**src/rtl/mem_arb_pkg.sv**
```systemverilog
// Shared types and helpers for the N-port memory arbiter.
package mem_arb_pkg;

  typedef enum logic [0:0] {
    ARB    = 1'b0,
    LOCKED = 1'b1
  } arb_state_e;

  localparam int BS_MAX_W = 256;

  function automatic int port_idx_w(input int n);
    return (n > 1) ? $clog2(n) : 1;
  endfunction

  // Reverse the lowest nbytes bytes of d; bytes above nbytes come out zero.
  function automatic logic [BS_MAX_W-1:0] byte_swap(input logic [BS_MAX_W-1:0] d,
                                                    input int nbytes);
    logic [BS_MAX_W-1:0] r;
    r = '0;
    for (int i = 0; i < BS_MAX_W / 8; i++) begin
      if (i < nbytes) begin
        r[8*i +: 8] = d[8*(nbytes-1-i) +: 8];
      end else begin
        r[8*i +: 8] = 8'h00;
      end
    end
    return r;
  endfunction

endpackage

```
**src/rtl/mem_arbiter_n_rr_picker.sv**
```systemverilog
// One-hot picker: first set request at or after ptr_i (wrapping), or from
// index 0 when rr_en_i is low.
module rr_picker #(
  parameter int N  = 4,
  parameter int IW = 2
) (
  input  logic [N-1:0]  req_i,
  input  logic [IW-1:0] ptr_i,
  input  logic          rr_en_i,
  output logic [N-1:0]  sel_o
);

  logic [IW-1:0]  start_s;
  logic [2*N-1:0] dbl_s;
  logic [2*N-1:0] back_s;
  logic [N-1:0]   rot_s;
  logic [N-1:0]   pick_s;
  logic           found_s;

  // Rotate so the start index sits at bit 0, pick lowest, rotate back.
  assign start_s = rr_en_i ? ptr_i : '0;
  assign dbl_s   = {req_i, req_i} >> start_s;
  assign rot_s   = dbl_s[N-1:0];

  always_comb begin
    pick_s  = '0;
    found_s = 1'b0;
    for (int k = 0; k < N; k++) begin
      pick_s[k] = rot_s[k] & ~found_s;
      found_s   = found_s | rot_s[k];
    end
  end

  assign back_s = {pick_s, pick_s} << start_s;
  assign sel_o  = back_s[2*N-1:N];

endmodule

```
**src/rtl/mem_arbiter_n.sv**
```systemverilog
// N-port arbiter in front of a single-port synchronous memory with 1-cycle
// read latency; fixed or round-robin selection with burst locking.
module mem_arbiter_n
  import mem_arb_pkg::*;
#(
  parameter int NUM_PORTS  = 4,
  parameter int ADDR_W     = 32,
  parameter int DATA_W     = 16,
  parameter int MEM_AW     = 12,
  parameter int RR_MODE    = 1,
  parameter int SWAP_BYTES = 1
) (
  input  logic                        clk_i,
  input  logic                        rst_ni,
  input  logic [NUM_PORTS-1:0]        req_valid_i,
  input  logic [NUM_PORTS-1:0]        req_we_i,
  input  logic [NUM_PORTS-1:0]        req_lock_i,
  input  logic [NUM_PORTS*ADDR_W-1:0] req_addr_i,
  input  logic [NUM_PORTS*DATA_W-1:0] req_wdata_i,
  output logic [NUM_PORTS-1:0]        gnt_o,
  output logic [MEM_AW-1:0]           mem_addr_o,
  output logic                        mem_re_o,
  output logic                        mem_we_o,
  output logic [DATA_W-1:0]           mem_wdata_o,
  input  logic [DATA_W-1:0]           mem_rdata_i,
  output logic [NUM_PORTS-1:0]        rsp_valid_o,
  output logic [DATA_W-1:0]           rsp_rdata_o
);

  localparam int IW    = port_idx_w(NUM_PORTS);
  localparam int NB    = DATA_W / 8;
  localparam int OFF_W = $clog2(NB);

  arb_state_e           state_q, state_d;
  logic [IW-1:0]        owner_q, owner_d;
  logic [IW-1:0]        ptr_q, ptr_d;
  logic [IW-1:0]        rsp_idx_q, rsp_idx_d;
  logic                 rsp_vld_q, rsp_vld_d;

  logic                 rr_en_s;
  logic [NUM_PORTS-1:0] pick_s;
  logic [NUM_PORTS-1:0] gnt_s;
  logic [IW-1:0]        win_s;
  logic                 xfer_s;
  logic                 win_we_s;
  logic                 win_lock_s;
  logic [ADDR_W-1:0]    win_addr_s;
  logic [ADDR_W-1:0]    word_addr_s;
  logic [DATA_W-1:0]    win_wdata_s;
  logic                 unused_addr_s;

  function automatic logic [DATA_W-1:0] swap_data(input logic [DATA_W-1:0] d);
    logic [BS_MAX_W-1:0] t;
    t = byte_swap(BS_MAX_W'(d), NB);
    return (SWAP_BYTES != 0) ? t[DATA_W-1:0] : d;
  endfunction

  function automatic logic [IW-1:0] next_ptr(input logic [IW-1:0] p);
    return (p == IW'(NUM_PORTS - 1)) ? '0 : p + IW'(1);
  endfunction

  assign rr_en_s = (RR_MODE != 0);

  rr_picker #(
    .N  (NUM_PORTS),
    .IW (IW)
  ) u_picker (
    .req_i   (req_valid_i),
    .ptr_i   (ptr_q),
    .rr_en_i (rr_en_s),
    .sel_o   (pick_s)
  );

  // While locked only the owner can win; reset masks every grant.
  always_comb begin
    gnt_s = '0;
    if (!rst_ni) begin
      gnt_s = '0;
    end else if (state_q == LOCKED) begin
      gnt_s[owner_q] = req_valid_i[owner_q];
    end else begin
      gnt_s = pick_s;
    end
  end

  always_comb begin
    win_s       = '0;
    win_we_s    = 1'b0;
    win_lock_s  = 1'b0;
    win_addr_s  = '0;
    win_wdata_s = '0;
    for (int p = 0; p < NUM_PORTS; p++) begin
      win_s       = win_s | (gnt_s[p] ? IW'(p) : '0);
      win_we_s    = win_we_s | (gnt_s[p] & req_we_i[p]);
      win_lock_s  = win_lock_s | (gnt_s[p] & req_lock_i[p]);
      win_addr_s  = win_addr_s | (req_addr_i[p*ADDR_W +: ADDR_W] & {ADDR_W{gnt_s[p]}});
      win_wdata_s = win_wdata_s | (req_wdata_i[p*DATA_W +: DATA_W] & {DATA_W{gnt_s[p]}});
    end
  end

  assign xfer_s        = |gnt_s;
  assign word_addr_s   = win_addr_s >> OFF_W;
  assign unused_addr_s = ^win_addr_s;

  assign gnt_o       = gnt_s;
  assign mem_addr_o  = word_addr_s[MEM_AW-1:0];
  assign mem_re_o    = xfer_s & ~win_we_s;
  assign mem_we_o    = xfer_s & win_we_s;
  assign mem_wdata_o = (xfer_s & win_we_s) ? swap_data(win_wdata_s) : '0;

  always_comb begin
    rsp_valid_o            = '0;
    rsp_valid_o[rsp_idx_q] = rsp_vld_q;
  end

  assign rsp_rdata_o = rsp_vld_q ? swap_data(mem_rdata_i) : '0;

  always_comb begin
    state_d   = state_q;
    owner_d   = owner_q;
    ptr_d     = ptr_q;
    rsp_vld_d = xfer_s & ~win_we_s;
    rsp_idx_d = win_s;
    case (state_q)
      ARB: begin
        if (xfer_s && win_lock_s) begin
          state_d = LOCKED;
          owner_d = win_s;
        end else if (xfer_s) begin
          ptr_d = next_ptr(win_s);
        end else begin
          ptr_d = ptr_q;
        end
      end
      LOCKED: begin
        // The unlocked closing beat releases the bus and moves past the owner.
        if (xfer_s && !win_lock_s) begin
          state_d = ARB;
          ptr_d   = next_ptr(owner_q);
        end else begin
          state_d = LOCKED;
        end
      end
      default: begin
        state_d = ARB;
      end
    endcase
  end

  always_ff @(posedge clk_i or negedge rst_ni) begin
    if (!rst_ni) begin
      state_q   <= ARB;
      owner_q   <= '0;
      ptr_q     <= '0;
      rsp_vld_q <= 1'b0;
      rsp_idx_q <= '0;
    end else begin
      state_q   <= state_d;
      owner_q   <= owner_d;
      ptr_q     <= ptr_d;
      rsp_vld_q <= rsp_vld_d;
      rsp_idx_q <= rsp_idx_d;
    end
  end

endmodule

```
**config.mk**
```make
export PLATFORM = sky130hd
export DESIGN_NAME = mem_arbiter_n
export DESIGN_NICKNAME = d
export VERILOG_FILES = /design/src/rtl/mem_arb_pkg.sv /design/src/rtl/mem_arbiter_n_rr_picker.sv /design/src/rtl/mem_arbiter_n.sv
export SDC_FILE = /design/constraint.sdc
export NUM_CORES = 1
export LEC_CHECK = 0
export BUFFER_PORTS_ARGS = -buffer_cell sky130_fd_sc_hd__buf_2
export CORE_AREA = 2 2 106 108
export CTS_CLUSTER_SIZE = 28
export DETAILED_ROUTE_END_ITERATION = 7
export DIE_AREA = 0 0 108 110
export MAX_ROUTING_LAYER = met4
export PLACE_DENSITY = 0.59
export RECOVER_POWER = 100
export SETUP_SLACK_MARGIN = 0.4
export SLEW_MARGIN = 20
export SYNTH_ARGS = -nofsm -noshare
export SYNTH_HDL_FRONTEND = slang
export SYNTH_SLANG_ARGS = --single-unit
```
**constraint.sdc**
```tcl
create_clock -name clk_i -period 2.4 [get_ports clk_i]
set_input_delay 0.24 -clock clk_i [delete_from_list [all_inputs] [get_ports clk_i]]
set_output_delay 0.24 -clock clk_i [all_outputs]
set_load 0.005 [all_outputs]
```
# Word-level counts from Yosys, hierarchy flattened
# Index checks and enable logic that the tools add are counted.
# word_totals
reg_bits	8
latch_bits	0
ramBits	0
romBits	0
in_bits	222
output_inout_bits	54
wordCells	92
n_memories	0
# op_classes
n_addsub	2
mul	0
div	0
n_lt_le_gt_ge	4
eq_ne	5
shift	2
mux	22
bitwise	44
n_reduce_logical	8
# ops
op	count
16-bit bitwise AND	4
13-bit bitwise AND	4
16-bit OR	3
13-bit OR	3
16-bit two-way mux	2
2-bit two-way mux	7
1-bit bitwise AND	13
4-bit bitwise AND	2
4-bit two-way mux	2
1-bit OR	8
8-bit by 2-bit left shift with 8-bit output	1
8-bit by 2-bit >> shifter with 4-bit output	1
2-bit by 3-bit less-than comparator with 1-bit output, second input constant	2
1-bit two-way mux	6
1-bit NOT	5
2-bit by 1-bit adder with 2-bit output, second input constant	2
1-bit demux with 2-bit select	2
2-bit equality test, second input constant	2
2-bit by 1-bit greater-or-equal comparator with 1-bit output, second input constant	2
1-bit logical AND	4
2-bit inequality test, second input constant	2
2-bit case mux with 2 select lines	1
4-bit OR reduction	1
3-bit AND reduction	1
other kinds (7)	7

# Longest topological paths before layout
# Gate-level depths: netlist (run 1).
# depth
ltp_word	16
mapped_depth	9
mapped_depth_nobuf	6

# Cells and area by module
# From an unflattened synthesis (run 1), not the netlist that was laid out.
# hier_totals
cells_unflattened	316
hier_area_um2	2279.7
# by_module_without_submodules
module	n_inst	cells_each	area_per_inst_um2	seq_area_each_um2
mem_arbiter_n	1	298	2169.6	200.2
rr_picker	1	18	110.1	0.0

# Worst setup path before layout (run 1)
# Ideal clock, no wire load.
# synth_timing
path_kind	reg-to-output
startpoint	reg owner_q[1]
endpoint	out mem_wdata_o[10]
t_arrival_ns	1.956
path_slack_ns	0.204
path_stages_with_launch	9
path_buffers	2
cell_sequence	dfrtp_1 mux2i_1 o22ai_2 a32o_1 buf_6 a22o_1 a221oi_4 buf_6 a21oi_2
# synth_via
elab_chain_cells	13
# synth_lines
element	line	source
start: declaration	mem_arbiter_n.sv:35	logic [IW-1:0] owner_q, owner_d;
start signal: assignment	mem_arbiter_n.sv:159	owner_q <= owner_d;
2-bit by 3-bit less-than comparator with 1-bit output (implied by the code) or 2-bit by 1-bit greater-or-equal comparator with 1-bit output (tied branches)	mem_arbiter_n.sv:80	gnt_s[owner_q] = req_valid_i[owner_q];
1-bit logical AND (implied by the code)	mem_arbiter_n.sv:80	
1-bit two-way mux (implied by the code)	mem_arbiter_n.sv:80	
1-bit demux with 2-bit select	mem_arbiter_n.sv:80	
4-bit bitwise AND (no line) *	n/a	
4-bit two-way mux *	mem_arbiter_n.sv:79	end else if (state_q == LOCKED) begin
4-bit two-way mux *	mem_arbiter_n.sv:77	if (!rst_ni) begin
1-bit bitwise AND	mem_arbiter_n.sv:94	win_we_s = win_we_s | (gnt_s[p] & req_we_i[p]);
1-bit OR (3 in series)	mem_arbiter_n.sv:94	
1-bit bitwise AND	mem_arbiter_n.sv:109	assign mem_wdata_o = (xfer_s & win_we_s) ? swap_data(win_wdata_s) : '0;
16-bit two-way mux *	mem_arbiter_n.sv:109	
end: declaration	mem_arbiter_n.sv:24	output logic [DATA_W-1:0] mem_wdata_o,
# Mark *: on every way between the ends. The rest lies on a longest branch, timed or not. The select of a mux whose other input is x is not followed.

# Worst setup path in the final report (run 1)
# layout_timing
startpoint	reg owner_q[1]
endpoint	out mem_wdata_o[8]
# The elaborated chain is that of the path after synthesis.

==> results of run 1 <==
routing by layer:
metal	vias up	part of all wire	track usage
met1	1087	0.41	0.148
met3	6	0.075	0.0153
met2	130	0.51	0.222
met5	-	0	-
li1	1150	-	-
met4	0	0.0087	0.0201
path summary, 6_finish.rpt:
path | end | slack (ns) | cells past startpoint
setup reg to reg | ptr_q[1] | -0.08 | 8
max in group asynchronous | ptr_q[0] | 1.49 | 2
hold reg to reg | owner_q[0] | 0.60 | 1
min in group clk_i | rsp_vld_q | 0.37 | 3
setup / recovery | mem_wdata_o[8] | -0.08 | 8
hold / removal | rsp_vld_q | 0.34 | 2
power by group through the flow:
| stage | Clock, W | Sequential [W] | Combinational, W |
|---|---|---|---|
| final | 0.000161 | 0.000318 | 0.00169 |
| after global routing | 0.000174 | 0.000336 | 0.00187 |
| after CTS | 0.000166 | 0.000316 | 0.00167 |
| after detailed placement | 0 | 0.000302 | 0.00150 |
| after global placement | 0 | 0.000302 | 0.00148 |
| after floorplan | 0 | 0.000249 | 0.000876 |
Yosys cell counts (2+ instances only):
| master | count |
|---|---|
| a22oi_1 | 57 |
| nand2_1 | 19 |
| and2_1 | 17 |
| a21oi_1 | 11 |
| a21oi_2 | 9 |
| clkbuf_1 | 9 |
| dfrtp_1 | 8 |
| buf_2 | 6 |
| a32o_1 | 4 |
| ha_1 | 4 |
| o21ai_0 | 4 |
| inv_1 | 3 |
| nor2_1 | 3 |
| a211oi_1 | 2 |
| a22o_1 | 2 |
| buf_1 | 2 |
| buf_6 | 2 |
| inv_2 | 2 |
| mux2_2 | 2 |
| mux2i_1 | 2 |
| nor2b_1 | 2 |
| nor3b_1 | 2 |
| o22ai_1 | 2 |
| or2_2 | 2 |
cell type report:
class,instances,area (sq um)
tap,140,175
antenna,1,2.50
multi-input combinational,160,1230
fill,1170,7770
clock buffer,3,41.3
timing repair buffer,219,1250
sequential,8,206
inverter,5,18.8
cell families (layout without fill, tap and decap cells):
family                   count (synthesis)  count (layout)  synth area share
buffers and inverters                   25             227            0.0814
AO/OA/AOI/OAI                           96              96             0.495
adder cells (fa/ha/maj)                  4               4            0.0339
XOR/XNOR                                 2               2            0.0119
multiplexers                             5               5            0.0364
flip-flops                               8               8             0.136
AND/OR/NAND/NOR                         53              53             0.206
other                                    0               1                 0
timing repair:
action	CTS	global route
cloned	2	0
pin swaps	4	3
endpoints found under the setup margin	38	39
hold buffers	1	0
setup buffers	4	1
endpoints found under the hold margin	2	0
gates resized for setup	20	10
worst max-delay path, delay by kind of cell (launching register included):
kind	cells	cell delay (ns)
mux	1	0.23
buf+inv	3	0.52
compound gates	4	0.84
flops	1	0.42
metrics by stage:
step	instance area (sq um)	TNS, ns
CTS	2900	-1.33
floorplan	1480	0
detailed placement	2700	0
finish	2930	-1.08
global placement	2700	0
global route	2930	-4.17
==> results.json, run 1 <==
{
  "synth_warnings": 0,
  "p_sw_frac": 0.450,
  "yosysTopAreaCell": "a22oi_1",
  "clk_latency_ns": 0.23,
  "clk_path_buf_depth": 2,
  "layoutNonFillerInstCount": 536,
  "failed_checks": "negative setup slack",
  "final_common_cell": "buf_2",
  "dieWidth_um": 108,
  "clkSinkCount": 8,
  "switchingPower_w": 0.000976,
  "placedCellCount": 524,
  "cts_tree": "yes",
  "grt_pass1_vias": 2260,
  "dp_slack_ns": 0.0412,
  "clk_pin_slew_worst_paths_ns": 0.05,
  "endpoint_kind": "output port",
  "p_int_w": 0.00119,
  "antenna_left": 0,
  "total_power_w": 0.00217,
  "worstMarginPinSlew_ns": 0.523,
  "holdWs_ns": 0.342,
  "rsz0062_at_grt": "yes",
  "relSlewSlack": 0.651,
  "dp_hpwl_um": 5990,
  "grt_pass1_wl_um": 11200,
  "synth_edf_count": 0,
  "ys_seq_elements": 8,
  "hp-class": "in -> async",
  "cp_slowest_stage_delay_ns": 0.42,
  "initial_core_util": 0.138,
  "globalplace.congestion": 0.877,
  "grt_util_all_layers": 0.123,
  "fp.dieArea_sq_um": 11900,
  "crit_type": "reg -> out",
  "finalCritPeriodShare": 1.04,
  "p_leak_nw": 1.51,
  "overflow": 0,
  "fin_nets": 623,
  "drv_cap": 0,
  "yosysSeqAreaShare": 0.136,
  "synth-main-ff-cell": "dfrtp_1",
  "synth_nets": 419,
  "clock.fmax_ghz": 0.402,
  "cts_inserted_buffers": 3,
  "hold_viol": 0,
  "synth_top_area_frac": 0.290,
  "ios": 276,
  "slowest_stage": "dfrtp_2",
  "crit_start": "owner_q[1]",
  "pwr-share-seq": 0.147,
  "worst_clock_skew_ns": 0.0101,
  "power.density_nw_per_um2": 741,
  "vias": 2373,
  "cp-start-kind": "register",
  "cp_cell_sequence": "mux2i_1, o22ai_2, buf_4, a32o_2, a221oi_4, buf_6, a21oi_2, buf_2",
  "syn-instance-count": 193,
  "r2r_start": "owner_q[1]",
  "yosysUniqueCellTypes": 41,
  "final_cell_mix": "buf_2, a22oi_1, nand2_1, and2_1, buf_4",
  "outcome": "finished with violations",
  "p_comb_frac": 0.779,
  "area_growth_pct": 98.3,
  "root_buffer": "clkbuf_8",
  "peakVddDrop_v": 0.000318,
  "synth.avg_cell_area_sq_um": 7.65,
  "drcViolationCount": 0,
  "clockPowerShare": 0.074,
  "crit_required_ns": 2.16,
  "rows": 38,
  "syn-cell-area_sq_um": 1480,
  "path_max_fanout": 8,
  "fin_crit_ns": 2.48,
  "via_per_inst": 4.43,
  "die_h_um": 110,
  "antenna_found_initial": 1,
  "drt-pass1-iter-count": 4,
  "io_buffers": 195,
  "grt_max_degree": 21,
  "cp_data_arrival_time_ns": 2.24,
  "setup_viol_count_final": 25,
  "ys_async_sr_fraction": 1.00,
  "worst_slack_ns": -0.0847,
  "cts_htree_levels": 1,
  "drive_above_1_share": 0.635,
  "drt_iter0_drc": 125,
  "ys_top_cells_by_area": "a22oi_1, dfrtp_1, and2_1",
  "slew_viol_final": 0,
  "design.core.area_sq_um": 10700,
  "utilization": 0.274,
  "wl_per_cell_um": 14.5,
  "wl_um": 7790
}
No activity file was read; power rests on OpenSTA's default activity.
==> run 2, diff against run 1 <==
- CELL_PAD_IN_SITES_DETAIL_PLACEMENT: not set -> 1
- CELL_PAD_IN_SITES_GLOBAL_PLACEMENT: not set -> 1
- MAX_ROUTING_LAYER: met4 -> not set
- PLACE_DENSITY: 0.59 -> 0.89
==> run 2 against run 1 <==
  * The flow still finishes with violations (negative setup slack)
  * Power is 16% higher
  * Cell area is 12% higher
  * Sequential share of layout area is 0.81 points lower
  * Global-route usage is 1.1 points higher
  * Combinational power is 21% higher
==> results.json, run 2 (synthesis gave the netlist of run 1 again) <==
{
  "drcViolationCount": 0,
  "grt_util_all_layers": 0.134,
  "ff2ff_setup_slack_ns": 0.06,
  "r2r_start": "ptr_q[0]",
  "drv_cap": 0,
  "antenna_left": 0,
  "drt_iter0_drc": 111,
  "cts_htree_levels": 1,
  "clkSinkCount": 8,
  "antennaDiodeCount": 0,
  "ios": 276,
  "clk_latency_ns": 0.23,
  "via_per_inst": 4.55,
  "io_buffers": 195,
  "worst_slack_ns": -0.118,
  "drive_above_1_share": 0.721,
  "rows": 38,
  "path_buf_inv": 3,
  "crit_type": "reg -> out",
  "final_common_cell": "buf_2",
  "die_h_um": 110,
  "area_growth_pct": 123,
  "grt_pass1_wl_um": 12500,
  "fillCellCount": 1327,
  "worstMarginPinSlew_ns": 0.463,
  "placedCellCount": 528,
  "antenna_found_initial": 0,
  "reg2regPathDepth": 9,
  "crit_required_ns": 2.16,
  "failed_checks": "negative setup slack",
  "grt_pass1_vias": 2616,
  "grt_util_met2": 0.278,
  "cp.depth": 9,
  "relSlewSlack": 0.691,
  "rsz0062_at_grt": "yes",
  "layoutNonFillerInstCount": 549,
  "slew_viol_final": 0,
  "cts_tree": "yes",
  "power.density_nw_per_um2": 769,
  "grt_use_met1": 0.142,
  "endpoint_kind": "output port",
  "finalCritPeriodShare": 1.05,
  "p_leak_nw": 1.64,
  "slowest_stage": "dfrtp_2",
  "cp_cell_sequence": "mux2i_1, o22ai_2, a32o_2, a22o_1, a221oi_4, buf_12, buf_12, a21oi_2, buf_2",
  "design.core.area_sq_um": 10700,
  "cp-start-kind": "register",
  "holdWs_ns": 0.190,
  "cpLargestDelayFamily": "compound AO/OA/AOI/OAI gates",
  "cts_inserted_buffers": 3,
  "fin_nets": 637,
  "initial_core_util": 0.138,
  "grtUsageMet3": 0.0212,
  "wl_um": 8820,
  "cp_slowest_stage_delay_ns": 0.41,
  "dp_hpwl_um": 6760,
  "setup_viol_count_final": 18,
  "path_max_fanout": 6,
  "clk_path_buf_depth": 2,
  "hp-class": "in -> async",
  "fin_crit_ns": 2.52,
  "clock.fmax_ghz": 0.397,
  "peakVddDrop_v": 0.000271,
  "cts_hold_buf": 0,
  "cp_data_arrival_time_ns": 2.28,
  "dieWidth_um": 108,
  "outcome": "finished with violations",
  "globalplace.congestion": 0.800,
  "critPathMostFrequentCell": "buf_12",
  "overflow": 0,
  "wl_per_cell_um": 16.1,
  "vias": 2499,
  "worst_clock_skew_ns": 0.00285,
  "clk_pin_slew_worst_paths_ns": 0.04,
  "drt-pass1-iter-count": 4,
  "fp.dieArea_sq_um": 11900,
  "multi_input_area_sq_um": 1380,
  "reg2reg_to": "ptr_q[1]",
  "utilization": 0.307,
  "grt-busiest-layer": "met2",
  "grt_max_degree": 21,
  "regArea_sq_um": 205,
  "final_cell_mix": "buf_2, a22oi_1, a22oi_2, buf_4, nand2_1",
  "hold_viol": 0,
  "root_buffer": "clkbuf_8"
}
[run 2: cell types whose count changed in the layout (fill, tap and decap cells not counted), sizes merged]
cell,before,now
buf,208,224
clkbuf,12,11
diode,1,0
dlygate4sd3,1,0
[run 2: area by class of cell]
class,instances,area share
Timing Repair Buffer,233,0.445
Inverter,5,0.00571
Tap cell,140,0.0533
Multi-Input combinational cell,160,0.421
Sequential cell,8,0.0625
Clock buffer,3,0.0126
[run 2: worst max path at each step]
stage                     from               to  slack [ns]
floorplan           owner_q[1]  mem_wdata_o[10]        0.25
global placement    owner_q[1]         mem_re_o      -0.003
detailed placement    ptr_q[1]  mem_wdata_o[10]       0.003
CTS                 owner_q[1]   mem_wdata_o[0]       -0.12
global route        owner_q[1]  mem_wdata_o[15]       -0.23
finish              owner_q[1]   mem_wdata_o[2]       -0.12
[run 2: metrics by stage]
| stage | instance area [sq um] | worst slack, ns | TNS (ns) | total power, W |
|---|---|---|---|---|
| 2_1_floorplan | 1480 | 0.248 | 0 | 0.00113 |
| 3_3_place_gp | 2720 | -0.00317 | -0.00317 | 0.00179 |
| 3_5_place_dp | 2720 | 0.00292 | 0 | 0.00184 |
| 4_1_cts | 3180 | -0.122 | -1.84 | 0.00244 |
| 5_1_grt | 3290 | -0.230 | -4.24 | 0.00273 |
| 6_report | 3290 | -0.118 | -1.61 | 0.00253 |
[run 2: layer usage]
| layer | wire, um | up-vias | part of all wire |
|---|---|---|---|
| li1 | - | 1182 | - |
| met1 | 3070 | 1177 | 0.35 |
| met2 | 5040 | 130 | 0.57 |
| met3 | 622 | 10 | 0.070 |
| met4 | 93 | 0 | 0.011 |
| met5 | 0 | - | 0 |
[run 2: power breakdown]
part           internal (W)  switching (W)  total [W]
registers          0.000201       0.000112   0.000313
clock network      0.000109      0.0000520   0.000161
logic               0.00112       0.000937    0.00205
[run 2: what timing repair did]
item,CTS,global route
setup endpoints to repair,39,41
gates resized for setup,48,26
pin swaps,8,2
buffers inserted,11,3
endpoints found under the hold margin,0,0
cloned,4,0
